## config.mk

```make
export PLATFORM = sky130hd
export DESIGN_NAME = spike_generator
export DESIGN_NICKNAME = d
export VERILOG_FILES = /design/src/rtl/spike_generator.sv
export SDC_FILE = /design/constraint.sdc
export NUM_CORES = 1
export LEC_CHECK = 0
export ABC_AREA = 0
export CORE_MARGIN = 8
export CORE_UTILIZATION = 50
export DETAILED_ROUTE_END_ITERATION = 10
export GPL_TIMING_DRIVEN = 0
export HOLD_SLACK_MARGIN = 0.15
export MAX_ROUTING_LAYER = met4
export PLACE_DENSITY = 0.8
export SKIP_LAST_GASP = 1
export SLEW_MARGIN = 20
export SYNTH_ARGS = -nofsm -noshare
export SYNTH_HDL_FRONTEND = slang
export SYNTH_SLANG_ARGS = --single-unit
```

## constraint.sdc

```tcl
create_clock -name clk -period 5 [get_ports clk]
set_input_delay 1.5 -clock clk [delete_from_list [all_inputs] [get_ports clk]]
set_output_delay 1.5 -clock clk [all_outputs]
set_load 0.01 [all_outputs]
```

## src/rtl/spike_generator.sv

```systemverilog
// Turns a per-window spike count into evenly spread one-clk spike pulses across
// the next slow_clk window, using a Bresenham-style accumulator modulo the measured period.
module spike_generator #(
    parameter int PERIOD_W = 32
) (
    input  logic                clk,
    input  logic                reset,
    input  logic                slow_clk,
    input  logic [PERIOD_W-1:0] int_cnt_in,
    output logic                spike,
    output logic [PERIOD_W-1:0] spike_cnt_out,
    output logic [PERIOD_W-1:0] period_out,
    output logic                clamped,
    output logic                active
);

    typedef enum logic [1:0] {WAIT_FIRST, MEASURE, RUN} state_t;

    localparam logic [PERIOD_W-1:0] CNT_MAX = '1;

    state_t              state, state_next;
    logic                slow_clk_reg;
    logic                slow_edge;
    logic [PERIOD_W-1:0] per_cnt;
    logic [PERIOD_W-1:0] p_lat;
    logic [PERIOD_W-1:0] n_eff;
    logic [PERIOD_W-1:0] acc;
    logic [PERIOD_W-1:0] emitted;
    logic [PERIOD_W-1:0] half;
    logic [PERIOD_W-1:0] n_req;
    logic [PERIOD_W:0]   sum;
    logic                overflow;

    assign slow_edge = slow_clk & ~slow_clk_reg;
    // Capping at P/2 keeps at least one low cycle between pulses.
    assign half      = per_cnt >> 1;
    assign n_req     = (int_cnt_in > half) ? half : int_cnt_in;
    assign sum       = {1'b0, acc} + {1'b0, n_eff};
    assign overflow  = (sum >= {1'b0, p_lat});
    assign active    = (state == RUN);

    always_ff @(posedge clk) begin
        if (reset) state <= WAIT_FIRST;
        else       state <= state_next;
    end

    always_comb begin
        state_next = state;
        case (state)
            WAIT_FIRST: if (slow_edge) state_next = MEASURE;
            MEASURE:    if (slow_edge) state_next = RUN;
            default:    state_next = RUN;
        endcase
    end

    always_ff @(posedge clk) begin
        if (reset) begin
            slow_clk_reg  <= 1'b0;
            per_cnt       <= '0;
            period_out    <= '0;
            p_lat         <= '0;
            n_eff         <= '0;
            acc           <= '0;
            emitted       <= '0;
            spike_cnt_out <= '0;
            clamped       <= 1'b0;
            spike         <= 1'b0;
        end else begin
            slow_clk_reg <= slow_clk;

            if (slow_edge) begin
                per_cnt    <= PERIOD_W'(1);
                period_out <= per_cnt;
            end else if (per_cnt != CNT_MAX) begin
                per_cnt <= per_cnt + PERIOD_W'(1);
            end

            // An edge always wins over a pending overflow; leftover spikes are dropped.
            if (slow_edge && state_next == RUN) begin
                p_lat         <= per_cnt;
                n_eff         <= n_req;
                acc           <= n_req;
                clamped       <= (int_cnt_in > half);
                spike_cnt_out <= emitted;
                emitted       <= '0;
                spike         <= 1'b0;
            end else if (state == RUN && !slow_edge) begin
                if (overflow) begin
                    acc     <= sum[PERIOD_W-1:0] - p_lat;
                    spike   <= 1'b1;
                    emitted <= emitted + PERIOD_W'(1);
                end else begin
                    acc   <= sum[PERIOD_W-1:0];
                    spike <= 1'b0;
                end
            end else begin
                spike <= 1'b0;
            end
        end
    end

endmodule
```

Yosys cells after proc, flatten, opt, wreduce, memory -nomap -nowiden
Index checks and enable logic that the tools add are counted.
{"block": "op_classes", "addsub": 4, "magnitude_cmp": 2, "n_eq_ne": 4, "n_mux": 10, "bitwise_logic": 3, "n_reduce_logical": 10}
{"operator": "$mux 32", "n": 4}
{"operator": "$add 32x1->32 const B", "n": 2}
{"operator": "$add 32x32->33", "n": 1}
{"operator": "$ge 33x32->1", "n": 1}
{"operator": "$gt 32x31->1", "n": 1}
{"operator": "$ne 32x32->1 const B", "n": 1}
{"operator": "$sub 32x32->32", "n": 1}
{"operator": "$eq 2x2->1 const B", "n": 2}
{"operator": "$mux 2", "n": 2}
{"operator": "$pmux 2 s2", "n": 1}
{"operator": "$reduce_bool 2->1", "n": 2}
{"operator": "$reduce_or 2->1", "n": 2}
{"operator": "$mux 1", "n": 3}
{"operator": "$reduce_or 3->1", "n": 1}
{"operator": "$eq 2x1->1 const B", "n": 1}
{"operator": "$logic_and 1x1->1", "n": 2}
{"operator": "$logic_not 2->1", "n": 1}
{"operator": "$not 1->1", "n": 2}
{"operator": "$reduce_and 2->1", "n": 1}
{"operator": "$and 1x1->1", "n": 1}
{"operator": "$logic_not 1->1", "n": 1}
{"block": "totals", "regBits": 229, "input_bits": 35, "output_inout_bits": 67, "wordCells": 45}

Longest topological paths before layout
Gate-level depths: netlist of the first run.
{"block": "depth", "ltp_word": 7, "depth_mapped": 23, "mapped_depth_nobuf": 19}

Least setup slack after synthesis of the first run
Ideal clock, no wire load.
{"block": "synth_timing", "kind": "register to register", "start": "reg n_eff[8]", "end": "reg emitted[29]", "setup_ns": 0.134, "t_arrival_ns": 4.426, "required_ns": 4.866, "setup_slack_ns": 0.440, "stages_incl_launch_ff": 21, "n_path_buf": 2, "synth_period_minus_slack_ns": 4.560, "path_cell_list": "dfxtp_1 -> ha_1 -> a21o_1 -> or2_2 -> o221ai_1 -> o21ai_0 -> a211oi_1 -> o21bai_1 -> a21oi_1 -> xnor2_1 -> ha_1 -> nand3_1 -> or3_1 -> inv_1 -> nand3_1 -> o211a_1 -> buf_4 -> or3_4 -> buf_6 -> o311ai_1 -> o41ai_2"}
{"block": "synth_via", "elab_chain_len": 3}
{"item": "start: declaration", "line_no": "26", "rtl": "logic [PERIOD_W-1:0] n_eff;"}
{"item": "start signal: assignment", "line_no": "81", "rtl": "n_eff <= n_req;"}
{"item": "$add 32x32->33", "line_no": "38", "rtl": "assign sum = {1'b0, acc} + {1'b0, n_eff};"}
{"item": "$ge 33x32->1", "line_no": "39", "rtl": "assign overflow = (sum >= {1'b0, p_lat});"}
{"item": "$reduce_and 2->1 (no source line)"}
{"item": "end signal: assignment", "line_no": "91", "rtl": "emitted <= emitted + PERIOD_W'(1);"}
{"item": "end: declaration", "line_no": "28", "rtl": "logic [PERIOD_W-1:0] emitted;"}
Every way passes these cells.
A chain may end at the register's enable or synchronous reset.

Worst setup path after layout of the first run
{"block": "layout_timing", "start": "reg n_eff[10]", "end": "reg emitted[19]"}
Same word-level chain as after synthesis.

==> results.yml, run 1 <==
cells_and_area:
  antenna_cells: 0
  utilization_pct: 60.2
  area_delta_synth_final_pct: 19.8
  finalInstanceArea_um2: 16000
  drive_gt1_share_pct: 6.70
  fin_nets: 1968
  fillers: 2329
synth:
  yosysWarnings: 0
  yosys.area_share.adder_pct: 9.38
  syn_inst: 1699
  synth_top_area_share_pct: 34.3
  synth_top_family_by_area: "compound AO/OA/AOI/OAI gates"
  synth_top_area_cell: "dfxtp_1"
  synth_mux_area_share_pct: 2.33
  synth_edf_count: 0
  yosysMostFrequentCell: "nand2_1"
  synth_xor_area_share_pct: 6.55
  syn_area_um2: 13400
  synth_area_leaders: "dfxtp_1, ha_1, a21oi_1"
  synth_compound_area_share_pct: 22.7
  synth_ff_type: "dfxtp_1"
  yosys.area_share.simple_pct: 19.3
  synth.avg_cell_area_um2: 7.87
  ys_seq_elements: 229
  async_reset_ff_share_pct: 0
  ys_top_cells_by_count: "nand2_1, dfxtp_1, a21oi_1"
  yosysUniqueCellTypes: 73
  syn-num-nets: 1833
  ys_seq_area_share_pct: 34.3
sta:
  hold_violations: 0
  period_minus_slack_ns: 4.97
  relSlewSlack_pct: 21.8
  fin_ws_ns: 0.0272
  tightest_slew_ns: 1.16
  max_freq_mhz: 201
  tns_ns: 0
  period_share_pct: 99.5
  holdWs_ns: 0.451
  setup-violations-final: 0
  skew_ns: 0.0124
  slew_violations: 0
placement:
  io_buffers: 100
  hpwlAfterDp_um: 32300
  place_congestion: 1.02
  placed_cell_area_um2: 14800
  post-place-ws_ns: -0.963
global_route:
  grt_max_degree: 15
  antenna_found_initial: 0
  gr-total-overflow: 0
  grt_pass1_vias: 12800
  grt_pass1_wl_um: 67700
  grt_usage_pct: 26.0
setup_path:
  crit_type: "register to register"
  start_kind: "register"
  cp-end-kind: "register"
  worstPathRequired_ns: 5.45
  worstPathArrival_ns: 5.43
  critPathMaxFanout: 10
detailed_routing:
  vias: 13300
  first_pass_iters: 6
  wl_um: 43100
  drt-wirelength-per-cell_um: 19.6
  drc: 0
  viasPerCell: 6.06
  first_iter_violations: 1326
  ant_nets: 0
power:
  leakagePower_uw: 0.00604
  powerDensity_nw_per_um2: 470
  peakVddDrop_mv: 0.325
cts:
  root_buffer: "clkbuf_16"
  cts_made_buffers: 25
  ctsHoldBuffers: 0
  clock-sinks: 229
  clk_pin_slew_ns: 0.06
  cts_buffer_depth: 3
  cts_tree: "done"
  htreeDepth: 1
  insertion_delay_ns: 0.53
floorplan:
  design.core.area_um2: 26600
  start_util_pct: 50.3
  die_w_um: 179
  row_count: 60
  design.die.area_um2: 32200
  io_pins: 102
  die_h_um: 179
run:
  cap_violations: 0
run_status:
  status: "finished, final reports clean"
worst_hold_path:
  hold_class: "register to register"
==> worst paths after layout <==
| check | from | end | slack (ns) | depth (start not counted) |
|---|---|---|---|---|
| max | n_eff[10] | emitted[19] | 0.03 | 20 |
| min | spike_cnt_out[16] | spike_cnt_out[16] | 0.45 | 2 |
| max reg2reg | n_eff[10] | emitted[19] | 0.03 | 20 |
| min reg2reg | spike_cnt_out[16] | spike_cnt_out[16] | 0.45 | 2 |
==> metrics by stage <==
stage / total power (µW) / cells
global route: 7820 / 2193
CTS: 7160 / 2188
finish: 7520 / 2193
detailed placement: 5140 / 2140
global placement: 5100 / 2140
floorplan: 4220 / 1699
==> cell usage in the layout (no fill, tap or decap), types with 6 or more instances in the layout <==
master           instances
nand2_1                280
dfxtp_1                228
a21oi_1                221
nor2_1                 104
clkdlybuf4s50_1        100
ha_1                    92
inv_1                   91
xnor2_1                 80
o21ai_0                 69
clkbuf_1                66
a21o_1                  42
nand3_1                 41
nand4_1                 32
mux2i_1                 30
clkbuf_16               25
xor2_1                  20
o211ai_1                19
nor3_1                  19
buf_4                   17
or3_1                   16
a22o_1                  14
nor4_1                  14
a211oi_1                13
and3_1                  11
nor2b_1                 11
and4_1                   9
o21ai_1                  8
buf_1                    8
a31oi_1                  7
o21bai_1                 7
a21oi_2                  6
a211o_1                  6
o21a_1                   6
==> worst max-delay path, cell delays in order (launching register included) <==
cell      delay (ns)
dfxtp_1         0.32
ha_1            0.36
a211oi_1        0.37
o21ai_0         0.26
a41oi_2         0.27
o21ai_4         0.11
a211oi_2        0.40
o21bai_1        0.11
a21oi_1         0.18
xnor2_1         0.11
ha_1            0.36
nand3_2         0.15
or3_4           0.42
inv_1           0.06
nand3_1         0.10
o211a_1         0.15
buf_4           0.17
or3_4           0.37
buf_6           0.16
or3_1           0.32
a21oi_2         0.14
==> layout make-up <==
| type | count | area, µm² | area share [%] |
|---|---|---|---|
| tap | 341 | 427 | 2.67 |
| clock inverter | 12 | 151 | 0.946 |
| buffer | 86 | 379 | 2.37 |
| multi-input combinational | 1288 | 8320 | 52.0 |
| sequential | 229 | 4590 | 28.7 |
| timing repair buffer | 113 | 1100 | 6.86 |
| clock buffer | 33 | 706 | 4.41 |
| inverter | 91 | 342 | 2.13 |
==> cells by family (layout without fill, tap and decap cells) <==
| logic type | Yosys count | count (layout) |
|---|---|---|
| AND/OR/NAND/NOR | 570 | 570 |
| AO/OA/AOI/OAI | 488 | 488 |
| multiplexers | 31 | 31 |
| buffers and inverters | 182 | 335 |
| flip-flops | 229 | 229 |
| XOR/XNOR | 100 | 100 |
| adder cells (fa/ha/maj) | 99 | 99 |
==> where the power goes <==
group	internal, µW	total, µW	switching [µW]
clock	1150	1930	779
combinational	1410	3630	2220
sequential	1900	1950	52.1
==> timing repair <==
item,4_1_cts,5_1_grt
endpoints found under the setup margin,65,63
pin swaps,5,15
resized for setup,21,48
setup buffers,4,9
==> layer usage <==
layer | part of all wire (%) | GRT usage [%]
met5 | 0 | -
met2 | 45 | 41.5
met3 | 9.0 | 3.95
met4 | 3.1 | 8.50
met1 | 42 | 33.3
(Power assumes the default switching activity.)
==> inputs of run 2 (changes only) <==
--- a/config.mk
+++ b/config.mk
@@ -12,5 +12,4 @@
 export GPL_TIMING_DRIVEN = 0
 export HOLD_SLACK_MARGIN = 0.15
-export MAX_ROUTING_LAYER = met4
 export PLACE_DENSITY = 0.8
 export SKIP_LAST_GASP = 1
==> constraint.sdc (replaced) <==
create_clock -name clk -period 5.1 [get_ports clk]
set_input_delay 0.765 -clock clk [delete_from_list [all_inputs] [get_ports clk]]
set_output_delay 0.765 -clock clk [all_outputs]
set_load 0.01 [all_outputs]
==> run 2 against run 1 <==
Effect of this change: clock skew increased by 0.018 ns; flip-flop and latch count did not move; sequential share of layout area is 0.070 points lower; register-to-register slack better by 0.15 ns; hold slack improved by 0.0029 ns; largest power group unchanged.
==> results.yml, run 2 (synthesis results as in run 1) <==
power:
  power_frac_comb_pct: 48.8
  powerDensity_nw_per_um2: 459
  p_seq_share_pct: 26.0
  p_sw_share_pct: 41.2
  leakagePower_uw: 0.00609
  peakVddDrop_mv: 0.258
  power_uw: 7370
  clock_power_share_pct: 25.1
  power.switching_uw: 3040
  p_int_uw: 4330
cells_and_area:
  mostFrequentLayoutCells: "nand2_1, dfxtp_1, a21oi_1, nor2_1, clkdlybuf4s50_1"
  finalInstanceArea_um2: 16000
  drive_gt1_share_pct: 6.79
  area_delta_synth_final_pct: 20.0
  utilization_pct: 60.4
  fin_nets: 1972
  final_common_cell: "nand2_1"
  antenna_cells: 0
placement:
  place_congestion: 0.964
  placed_cell_area_um2: 14800
  hpwlAfterDp_um: 33300
  io_buffers: 100
sta:
  skew_ns: 0.0304
  setup-violations-final: 0
  period_minus_slack_ns: 4.92
  max_freq_mhz: 203
  holdWs_ns: 0.454
  relSlewSlack_pct: 22.3
  slew_violations: 0
  hold_violations: 0
  period_share_pct: 96.5
  tightest_slew_ns: 1.15
  tns_ns: 0
cts:
  cts_made_buffers: 25
  root_buffer: "clkbuf_16"
  clk_pin_slew_ns: 0.06
  insertion_delay_ns: 0.55
  cts_tree: "done"
  cts_buffer_depth: 3
  ctsHoldBuffers: 0
  clock-sinks: 229
  htreeDepth: 1
detailed_routing:
  drt-wirelength-per-cell_um: 20.0
  wl_um: 43900
  ant_nets: 0
  drc: 0
  first_iter_violations: 1134
  first_pass_iters: 5
  vias: 13200
  viasPerCell: 5.98
setup_path:
  start_kind: "register"
  worstPathArrival_ns: 5.33
  worstPathRequired_ns: 5.51
  r2r_cells: 20
  critPathMaxFanout: 14
  crit_type: "register to register"
  cp-end-kind: "register"
run:
  cap_violations: 0
floorplan:
  row_count: 60
  start_util_pct: 50.3
  design.die.area_um2: 32200
  io_pins: 102
  design.core.area_um2: 26600
  die_h_um: 179
  die_w_um: 179
worst_hold_path:
  whs_path_depth: 2
  hold_class: "register to register"
global_route:
  antenna_found_initial: 0
  grt_pass1_vias: 12400
  grt_max_degree: 14
  grt_usage_pct: 25.7
  grt_pass1_wl_um: 68100
  gr-total-overflow: 0
run_status:
  status: "finished, final reports clean"
## run 2: cell count changes in the layout (fill, tap and decap cells not counted), moves of 2 or more
| cell | change |
|---|---|
| clkinvlp_4 | +3 |
| o21ai_1 | -5 |
| o21ai_0 | +5 |
| a21oi_2 | -2 |
| buf_4 | +2 |
| a21oi_1 | +2 |
## run 2: worst paths after layout
kind	startpoint	endpoint	slack (ns)
worst max register to register	n_eff[8]	emitted[9]	0.18
worst min register to register	period_out[7]	period_out[7]	0.45
worst max-delay path	n_eff[8]	emitted[9]	0.18
worst min-delay path	period_out[7]	period_out[7]	0.45
## run 2: area by class of cell
cell class	count	area, µm²
clock inverters	12	124
clock buffers	34	709
well taps	341	427
repair buffers	117	1130
flip-flops and latches	229	4580
plain buffers	86	378
fillers	2358	10500
inverters	91	342
multi-input cells	1288	8350
## run 2: timing repair
action                                  4_1_cts  5_1_grt
endpoints found under the hold margin         0        0
resized for setup                            22       45
setup buffers                                 4       13
cloned                                        0        0
pin swaps                                     6       22
endpoints found under the setup margin       65       63
## run 2: per-layer routing
layer  up-vias  GRT usage [%]  part of all wire, %
li1       6294              -                    -
met1      6229           34.8                   44
met2       544           41.3                   44
met3        83           4.11                  8.6
met4         0           8.34                  2.9
met5         -              0                    0
## run 2: worst max-delay path: stages (launching register included)
cell and delay (ns):
dfxtp_1 0.31, ha_1 0.35, a21o_1 0.25, or2_2 0.34, o221ai_4 0.31, o21ai_4 0.14
a211oi_4 0.36, o21bai_1 0.14, a21oi_2 0.15, xnor2_1 0.10, ha_2 0.38, nand3_2 0.13
or3_1 0.38, inv_1 0.06, nand3_1 0.10, o211a_1 0.14, buf_4 0.16, or3_4 0.50
buf_6 0.20, o21ai_0 0.18, a21oi_1 0.08
## run 2: stage by stage
stage / std cells / setup slack, ns
after floorplan: 1699 / 0.540
after global placement: 2140 / -1.08
after detailed placement: 2140 / -1.10
after CTS: 2189 / 0.00192
after global routing: 2198 / -0.00217
final: 2198 / 0.179
## run 2: power by group through the flow
| stage | registers, µW | clock network, µW | logic, µW |
|---|---|---|---|
| 6_report | 1920 | 1850 | 3600 |
| 5_1_grt | 1920 | 1940 | 3840 |
| 4_1_cts | 1910 | 1870 | 3330 |
| 3_5_place_dp | 1950 | 0 | 3150 |
| 3_3_place_gp | 1950 | 0 | 3140 |
| 2_1_floorplan | 1940 | 0 | 2200 |
==> RTL change: new RTL, flow settings as in run 2 <==
Make the reset (`reset`) asynchronous in 2 clocked blocks.
--- a/src/rtl/spike_generator.sv
+++ b/src/rtl/spike_generator.sv
@@ -40,5 +40,5 @@
     assign active    = (state == RUN);
 
-    always_ff @(posedge clk) begin
+    always_ff @(posedge clk or posedge reset) begin
         if (reset) state <= WAIT_FIRST;
         else       state <= state_next;
@@ -54,5 +54,5 @@
     end
 
-    always_ff @(posedge clk) begin
+    always_ff @(posedge clk or posedge reset) begin
         if (reset) begin
             slow_clk_reg  <= 1'b0;
Check against the original RTL: differs if reset is asserted again (counterexample within 4 cycles, from zero or initial values and one cycle with reset high); with reset held inactive, the same outputs for 4 cycles.
==> RTL change against run 2 <==
- the flow now finishes with violations (setup timing)
- hold slack better by 0.016 ns
- wire length up 1.3%
- cell count decreased by 2.0%
- worst setup slack got worse by 0.21 ns
- sequential cell count unchanged
- cell area up 9.2%
- area after synthesis increased by 5.7%
- non-clock buffer count is 14 higher
- global-route usage down 0.086 points
- first-iteration DRC count is 5.6% lower
- sequential share of layout area grew 4.1 points
- fmax fell by 4.1%
- largest cell class unchanged
Power is left out: the tool's default activity adds up to more than one toggle a clock period on the data nets, which glitch-free logic cannot reach.
==> RTL change: results (changes against run 2) <==
set qor(number_of_distinct_library_cells_after_synthesis) 81 ;# was 73
set qor(clk_buf_instances) 35 ;# was 34
set qor(cpPeakStageDelay_ns) 0.42 ;# was 0.50 ns
set qor(whs_ns) 0.4698 ;# was 0.4536 ns
set qor(post-dp-hpwl_microns) 32760 ;# was 33,310 microns
set qor(violations) {setup timing}
set qor(finish.net_count) 1892 ;# was 1,972
set qor(initialDrtViolationCount) 1071 ;# was 1,134
set qor(layout-drive-gt1-share_pct) 14.29 ;# was 6.785%
set qor(min_delay_worst_endpoint) {spike_cnt_out[28]} ;# was period_out[7]
set qor(result_of_the_run) {finished with violations} ;# was finished, final reports clean
set qor(nonClockBufferCount) 217 ;# was 203
set qor(drt_pass1_iterations) 7 ;# was 5
set qor(setup_viol) 6 ;# was 0
set qor(synth-seq-area-share_pct) 40.57 ;# was 34.31%
set qor(worst_setup_path_startpoint) {n_eff[0]} ;# was n_eff[8]
set qor(fin_ws_ns) -0.03119 ;# was 0.1795 ns
set qor(fin_worst_skew_ns) 0.01950 ;# was 0.03036 ns
set qor(avgViaCountPerCell) 5.913 ;# was 5.983
set qor(grt_first_pass_wirelength_microns) 69080 ;# was 68,080 microns
set qor(fillCellCount) 2365 ;# was 2,358
set qor(async_set_or_reset_register_ratio_after_synthesis_pct) 100.0 ;# was 0%
set qor(detail_route.wl_per_cell_microns) 20.61 ;# was 19.96 microns
set qor(postCtsSetupRepairBufs) 19 ;# was 4
set qor(post_synth_most_frequent_cells) {245 x nand2_1, 229 x dfrtp_1, 134 x nor2_1, 109 x a21oi_1, 107 x o21ai_0} ;# was 280 x nand2_1, 229 x dfxtp_1, 227 x a21oi_1, 105 x nor2_1, 97 x ha_1
==> RTL change: stage by stage <==
step	cells	TNS [ns]	area, sq um
floorplan	1584	0	14130
global placement	2063	-108.48	15610
detailed placement	2070	-30.56	15770
CTS	2133	0	17080
global route	2155	-5.300	17520
finish	2155	-0.1180	17520
==> RTL change: worst min-delay path, delay by kind of cell (launching register included) <==
kind / cells / cell delay, ns
and+or+nand+nor: 2 / 0.10
DFF: 1 / 0.33
==> RTL change: logic make-up after synthesis <==
kind of cell,count (synthesis),share of synthesized area [%]
simple gates,543,17.40
mux,49,3.782
buf+inv,157,4.641
xor+xnor,113,7.006
compound gates,394,17.72
fa+ha+maj,99,8.875
flops,229,40.57
==> RTL change: per-layer routing <==
metal	global-route usage, %	share of wire, %	up-vias	routed length, microns
met5	0	0	-	0
met4	10.97	4.5	0	2004
met3	4.170	8.1	129	3593
met2	41.63	46	551	20270
met1	33.48	42	6197	18560
li1	-	-	5866	-
